===== src/rtl/tx_fifo_ctrl.sv =====
// ---------------------------------------------------------------------------
// tx_fifo_ctrl
//   Transmit FIFO controller in front of an external 4096x8 LSRAM. It tracks
//   13-bit write/read pointers (12-bit address plus wrap bit), drives the
//   RAM write and read ports, and reports fill level and status flags.
//
//   Build option: define TX_FIFO_FWFT_EN for first-word-fall-through mode
//   (2-entry output buffer, registered Q). Without it the FIFO runs in
//   standard mode: Q is the RAM read data, valid the cycle after a pop.
//
// Ports
//   i_clk        single clock for all logic and both RAM ports
//   i_rst        asynchronous active-high reset
//   i_we/i_data  push request and data from the producer
//   i_re         pop request from the serializer
//   o_q/o_q_valid  pop data and its valid flag
//   o_full/o_empty/o_afull/o_aempty  status flags
//   o_wrcnt      words held (0..4096)
//   o_overflow/o_underflow  one-cycle error pulses
//   o_wd/o_waddr/o_wen      RAM write port
//   i_rd/o_raddr/o_ren      RAM read port (i_rd valid the cycle after o_ren)
// ---------------------------------------------------------------------------
module tx_fifo_ctrl #(
  parameter int AFULL_LVL  = 4032,
  parameter int AEMPTY_LVL = 64
) (
  input  logic        i_clk,
  input  logic        i_rst,
  input  logic        i_we,
  input  logic [7:0]  i_data,
  input  logic        i_re,
  output logic [7:0]  o_q,
  output logic        o_q_valid,
  output logic        o_full,
  output logic        o_empty,
  output logic        o_afull,
  output logic        o_aempty,
  output logic [12:0] o_wrcnt,
  output logic        o_overflow,
  output logic        o_underflow,
  output logic [7:0]  o_wd,
  output logic [11:0] o_waddr,
  output logic        o_wen,
  input  logic [7:0]  i_rd,
  output logic [11:0] o_raddr,
  output logic        o_ren
);

  localparam logic [12:0] DEPTH      = 13'd4096;
  localparam logic [12:0] AFULL_CNT  = 13'(AFULL_LVL);
  localparam logic [12:0] AEMPTY_CNT = 13'(AEMPTY_LVL);

  logic [12:0] r_wptr;
  logic [12:0] r_rptr;
  logic        r_overflow;
  logic        r_underflow;

  logic        w_push;      // accepted push this cycle
  logic        w_pop;       // accepted pop this cycle
  logic        w_rd_issue;  // RAM read issued this cycle
  logic [12:0] w_ram_cnt;   // words written but not yet read from RAM

  // Wrap bit makes the difference exact for 0..4096.
  assign w_ram_cnt = r_wptr - r_rptr;
  assign w_push    = i_we & ~o_full;

  // Pointers and error pulses
  always_ff @(posedge i_clk or posedge i_rst) begin
    if (i_rst) begin
      r_wptr      <= '0;
      r_rptr      <= '0;
      r_overflow  <= 1'b0;
      r_underflow <= 1'b0;
    end else begin
      if (w_push)
        r_wptr <= r_wptr + 13'd1;
      if (w_rd_issue)
        r_rptr <= r_rptr + 13'd1;
      r_overflow  <= i_we & o_full;
      r_underflow <= i_re & o_empty;
    end
  end

  // RAM ports; enables are held low while reset is asserted.
  assign o_wd    = i_data;
  assign o_waddr = r_wptr[11:0];
  assign o_wen   = w_push & ~i_rst;
  assign o_raddr = r_rptr[11:0];
  assign o_ren   = w_rd_issue & ~i_rst;

  assign o_overflow  = r_overflow;
  assign o_underflow = r_underflow;

  // Flags decode registered state only.
  assign o_full   = (o_wrcnt == DEPTH);
  assign o_afull  = (o_wrcnt >= AFULL_CNT);
  assign o_aempty = (o_wrcnt <= AEMPTY_CNT);

`ifdef TX_FIFO_FWFT_EN
  // -------------------------------------------------------------------------
  // First-word-fall-through: RAM words are prefetched into a 2-entry buffer
  // whose head register is Q.
  // -------------------------------------------------------------------------
  logic [7:0] r_buf0;
  logic [7:0] r_buf1;
  logic [1:0] r_buf_cnt;
  logic       r_inflight;  // a RAM read whose data lands on the next edge
  logic [2:0] w_occ;

  assign o_empty = (r_buf_cnt == 2'd0);
  assign w_pop   = i_re & ~o_empty;

  // Buffer plus in-flight occupancy after this cycle's pop; keeping it below
  // two before issuing guarantees a landing read always finds a free slot.
  assign w_occ      = {1'b0, r_buf_cnt} + {2'b00, r_inflight} - {2'b00, w_pop};
  assign w_rd_issue = (w_ram_cnt != 13'd0) && (w_occ < 3'd2);

  assign o_wrcnt   = w_ram_cnt + {11'd0, r_buf_cnt} + {12'd0, r_inflight};
  assign o_q       = r_buf0;
  assign o_q_valid = ~o_empty;

  always_ff @(posedge i_clk or posedge i_rst) begin
    if (i_rst) begin
      r_buf0     <= '0;
      r_buf1     <= '0;
      r_buf_cnt  <= '0;
      r_inflight <= 1'b0;
    end else begin
      r_inflight <= w_rd_issue;
      case ({w_pop, r_inflight})
        2'b11: begin
          // Head leaves, RAM data enters behind whatever remains.
          if (r_buf_cnt == 2'd1) begin
            r_buf0 <= i_rd;
          end else begin
            r_buf0 <= r_buf1;
            r_buf1 <= i_rd;
          end
        end
        2'b10: begin
          r_buf0    <= r_buf1;
          r_buf_cnt <= r_buf_cnt - 2'd1;
        end
        2'b01: begin
          if (r_buf_cnt == 2'd0)
            r_buf0 <= i_rd;
          else
            r_buf1 <= i_rd;
          r_buf_cnt <= r_buf_cnt + 2'd1;
        end
        default: ;
      endcase
    end
  end
`else
  // -------------------------------------------------------------------------
  // Standard mode: a pop reads the RAM directly; Q is the RAM output.
  // -------------------------------------------------------------------------
  logic r_q_valid;

  assign o_empty    = (w_ram_cnt == 13'd0);
  assign w_pop      = i_re & ~o_empty;
  assign w_rd_issue = w_pop;
  assign o_wrcnt    = w_ram_cnt;
  assign o_q        = i_rd;
  assign o_q_valid  = r_q_valid;

  always_ff @(posedge i_clk or posedge i_rst) begin
    if (i_rst)
      r_q_valid <= 1'b0;
    else
      r_q_valid <= w_pop;
  end
`endif

endmodule


===== config.mk =====
export PLATFORM = sky130hd
export DESIGN_NAME = tx_fifo_ctrl
export DESIGN_NICKNAME = d
export VERILOG_FILES = /design/src/rtl/tx_fifo_ctrl.sv
export SDC_FILE = /design/constraint.sdc
export NUM_CORES = 1
export LEC_CHECK = 0
export ABC_AREA = 1
export CAP_MARGIN = 10
export CORE_MARGIN = 3
export CORE_UTILIZATION = 49
export DETAILED_ROUTE_END_ITERATION = 10
export GPL_ROUTABILITY_DRIVEN = 0
export PLACE_DENSITY = 0.79
export SLEW_MARGIN = 20
export SYNTH_ARGS = -nofsm -noshare
export SYNTH_HDL_FRONTEND = slang
export SYNTH_SLANG_ARGS = --single-unit

===== constraint.sdc =====
create_clock -name i_clk -period 3.2 [get_ports i_clk]
set_clock_uncertainty 0.05 [all_clocks]
set_input_delay 0.32 -clock i_clk [delete_from_list [all_inputs] [get_ports i_clk]]
set_output_delay 0.32 -clock i_clk [all_outputs]
set_load 0.01 [all_outputs]

==> flow_summary.json <==
{
  "seq_area_frac_synth_pct": 25.9,
  "initialDrtViolationCount": 211,
  "ctsHoldBuffers": 0,
  "max_stage_delay_ns": 0.48,
  "viasPerCell": 5.05,
  "crit_fanout": 5,
  "r2r_cells": 14,
  "drv_slew": 0,
  "critPathTopFamily": "simple AND/OR/NAND/NOR gates",
  "fin_nets": 482,
  "worst_pin_slew_ns": 0.531,
  "critical_path.endpoint_type": "output pin",
  "regToRegStartpoint": "r_rptr[1]",
  "grt_pass1_vias": 2478,
  "yosys.cell_types.count": 26,
  "period_share_pct": 94.9,
  "r2r_slack_ns": 0.60,
  "setup_violations": 0,
  "drtPass1Iterations": 4,
  "cts_buffers": 5,
  "cp_num_buf_inv": 2,
  "crit_required_ns": 2.83,
  "postSynthRegisterBits": 29,
  "slowest_stage": "dfrtp_1",
  "h-tree-depth": 2,
  "holdCritPathClass": "in -> async",
  "diodes": 0,
  "max-cap-violations": 0,
  "utilization_pct": 62.8,
  "cts_tree": "built",
  "grt_pass1_wl_microns": 11200,
  "fin_ws_ns": 0.162,
  "avgSynthCellArea_sq_um": 6.68,
  "hold_ws_ns": 0.422,
  "max_freq_mhz": 329,
  "num-fill-cells": 482,
  "grt_util_all_layers_pct": 21.8,
  "antenna_found_initial": 0,
  "insertion_delay_ns": 0.29,
  "critical_path_class": "reg -> out",
  "critPathLaunchType": "flop",
  "rows": 26,
  "syn-instance-count": 419,
  "dieHeight_microns": 81.6,
  "syn_nets": 454,
  "layout_common_cells": "140 x nand2_1, 55 x inv_1, 48 x nand3_1, 43 x clkdlybuf4s50_1, 26 x dfrtp_1",
  "maxSlewHeadroom_pct": 64.4,
  "powerDensity_nw_per_um2": 1010,
  "drtAntennaViolNets": 0,
  "wire_per_inst_microns": 13.1,
  "status": "completed",
  "crit_arrival_ns": 2.67,
  "r2r_end": "r_wptr[10]",
  "clkSlewWorstSetupHoldPaths_ns": 0.07,
  "routed-via-count": 2617,
  "syn_area_sq_um": 2800,
  "die_w_microns": 81.6,
  "drc": 0,
  "wirelength_microns": 6770,
  "worstPathCellList": "inv_1 > ha_1 > nand3_1 > nand3_1 > nand2_1 > nand3_1 > nor2_2 > nand2_2 > nor2_4 > nand3_4 > nand2_2 > nor2_1 > dlygate4sd2_1",
  "ys.warnings.count": 0,
  "syn2layout_area_growth_pct": 18.9,
  "grt_max_degree": 30,
  "grt-ovfl-total": 0,
  "drive_gt1_share_pct": 10.5,
  "ios": 82,
  "finalHoldViolations": 0,
  "p_total_mw": 3.35,
  "numPortBuffers": 49,
  "peakVddDrop_v": 0.000754,
  "final_common_cell": "nand2_1",
  "dp_slack_ns": 0.129,
  "period_needed_ns": 3.04,
  "cts_buffer_depth": 2,
  "core_area_sq_um": 5300,
  "dieArea_sq_um": 6660,
  "start_util_pct": 52.8,
  "crit_path_frequent_cell": "nand3_1",
  "p_leak_nw": 1.71,
  "place_hpwl_microns": 5150,
  "cts_root_buffer": "clkbuf_8",
  "clock-sinks": 29
}
power breakdown:
part | internal, mW | switching (mW) | leakage (nW)
logic | 1.11 | 1.35 | 1.27
registers | 0.423 | 0.0673 | 0.385
clock network | 0.254 | 0.146 | 0.0585
per-stage QoR:
stage | TNS, ns | cells | cell area, sq um
after detailed placement | 0 | 504 | 3130
final | 0 | 518 | 3330
after global routing | -0.000945 | 518 | 3330
after CTS | 0 | 514 | 3260
after global placement | 0 | 504 | 3130
after floorplan | 0 | 419 | 2800
worst min-delay path: cells and delay by family:
kind,cells,cell delay [ns]
buffers and inverters,3,0.85
layout make-up:
class | instances | area (sq um) | share of cell area [%]
Clock buffer | 7 | 86.3 | 2.59
Clock inverter | 1 | 30.0 | 0.902
Inverter | 56 | 210 | 6.31
Multi-Input combinational cell | 288 | 1560 | 47.0
Sequential cell | 29 | 729 | 21.9
Tap cell | 70 | 87.6 | 2.63
Timing Repair Buffer | 67 | 622 | 18.7
how the worst max path moves through the flow:
stage / startpoint / to / slack (ns) / depth (start not counted)
6_report: r_rptr[1] / o_wen / 0.16 / 13
3_5_place_dp: r_wptr[0] / o_empty / 0.13 / 15
5_1_grt: r_rptr[1] / o_wen / -0.0009 / 13
3_3_place_gp: r_rptr[2] / o_full / 0.21 / 12
2_1_floorplan: r_wptr[0] / o_wen / 0.49 / 14
4_1_cts: r_wptr[0] / o_afull / 0.004 / 14
cell usage after synthesis:
| master | n | share of area [%] |
|---|---|---|
| nand4_1 | 5 | 1.1 |
| nor3b_1 | 1 | 0.27 |
| a21oi_1 | 6 | 1.1 |
| dfrtp_1 | 29 | 26 |
| nand3_1 | 49 | 8.8 |
| inv_1 | 56 | 7.5 |
| clkbuf_1 | 1 | 0.13 |
| nand3_4 | 2 | 1.3 |
| nor4_1 | 2 | 0.45 |
| fa_1 | 1 | 0.71 |
| nand3b_1 | 3 | 0.80 |
| nand2_2 | 1 | 0.22 |
| nand3_2 | 1 | 0.36 |
| nand2_4 | 1 | 0.40 |
| buf_4 | 40 | 11 |
| nor2_1 | 20 | 2.7 |
| ha_1 | 14 | 6.3 |
| nor3_1 | 10 | 1.8 |
| o21ai_0 | 1 | 0.18 |
| xnor2_1 | 10 | 3.1 |
| nand2_1 | 143 | 19 |
| buf_6 | 2 | 0.80 |
| buf_2 | 2 | 0.36 |
| buf_1 | 1 | 0.13 |
| xor2_1 | 16 | 5.0 |
| nor2_4 | 2 | 0.80 |
metal layers:
metal | global-route usage [%] | up-vias | wire length, microns
li1 | - | 1328 | -
met2 | 36.2 | 77 | 3240
met1 | 27.9 | 1198 | 2940
met4 | 8.47 | 0 | 157
met3 | 4.39 | 14 | 433
met5 | 0 | - | 0
state kept, by name, indices dropped and copies added (netlist names):
name / flops
o_q_valid: 1
o_overflow: 1
r_rptr: 13
o_underflow: 1
r_wptr: 13
timing repair:
| item | CTS | global route |
|---|---|---|
| resized for setup | 7 | 14 |
| pin swaps | 1 | 4 |
| buffers inserted | 2 | 4 |
| endpoints found under the setup margin | 6 | 7 |
logic make-up after synthesis:
family,after synthesis,share of synthesized area [%]
AND/OR/NAND/NOR,240,38.1
buffers and inverters,102,19.7
flip-flops,29,25.9
XOR/XNOR,26,8.13
adder cells (fa/ha/maj),15,6.97
AO/OA/AOI/OAI,7,1.25
Note: power is estimated with default switching activity, not from simulation.
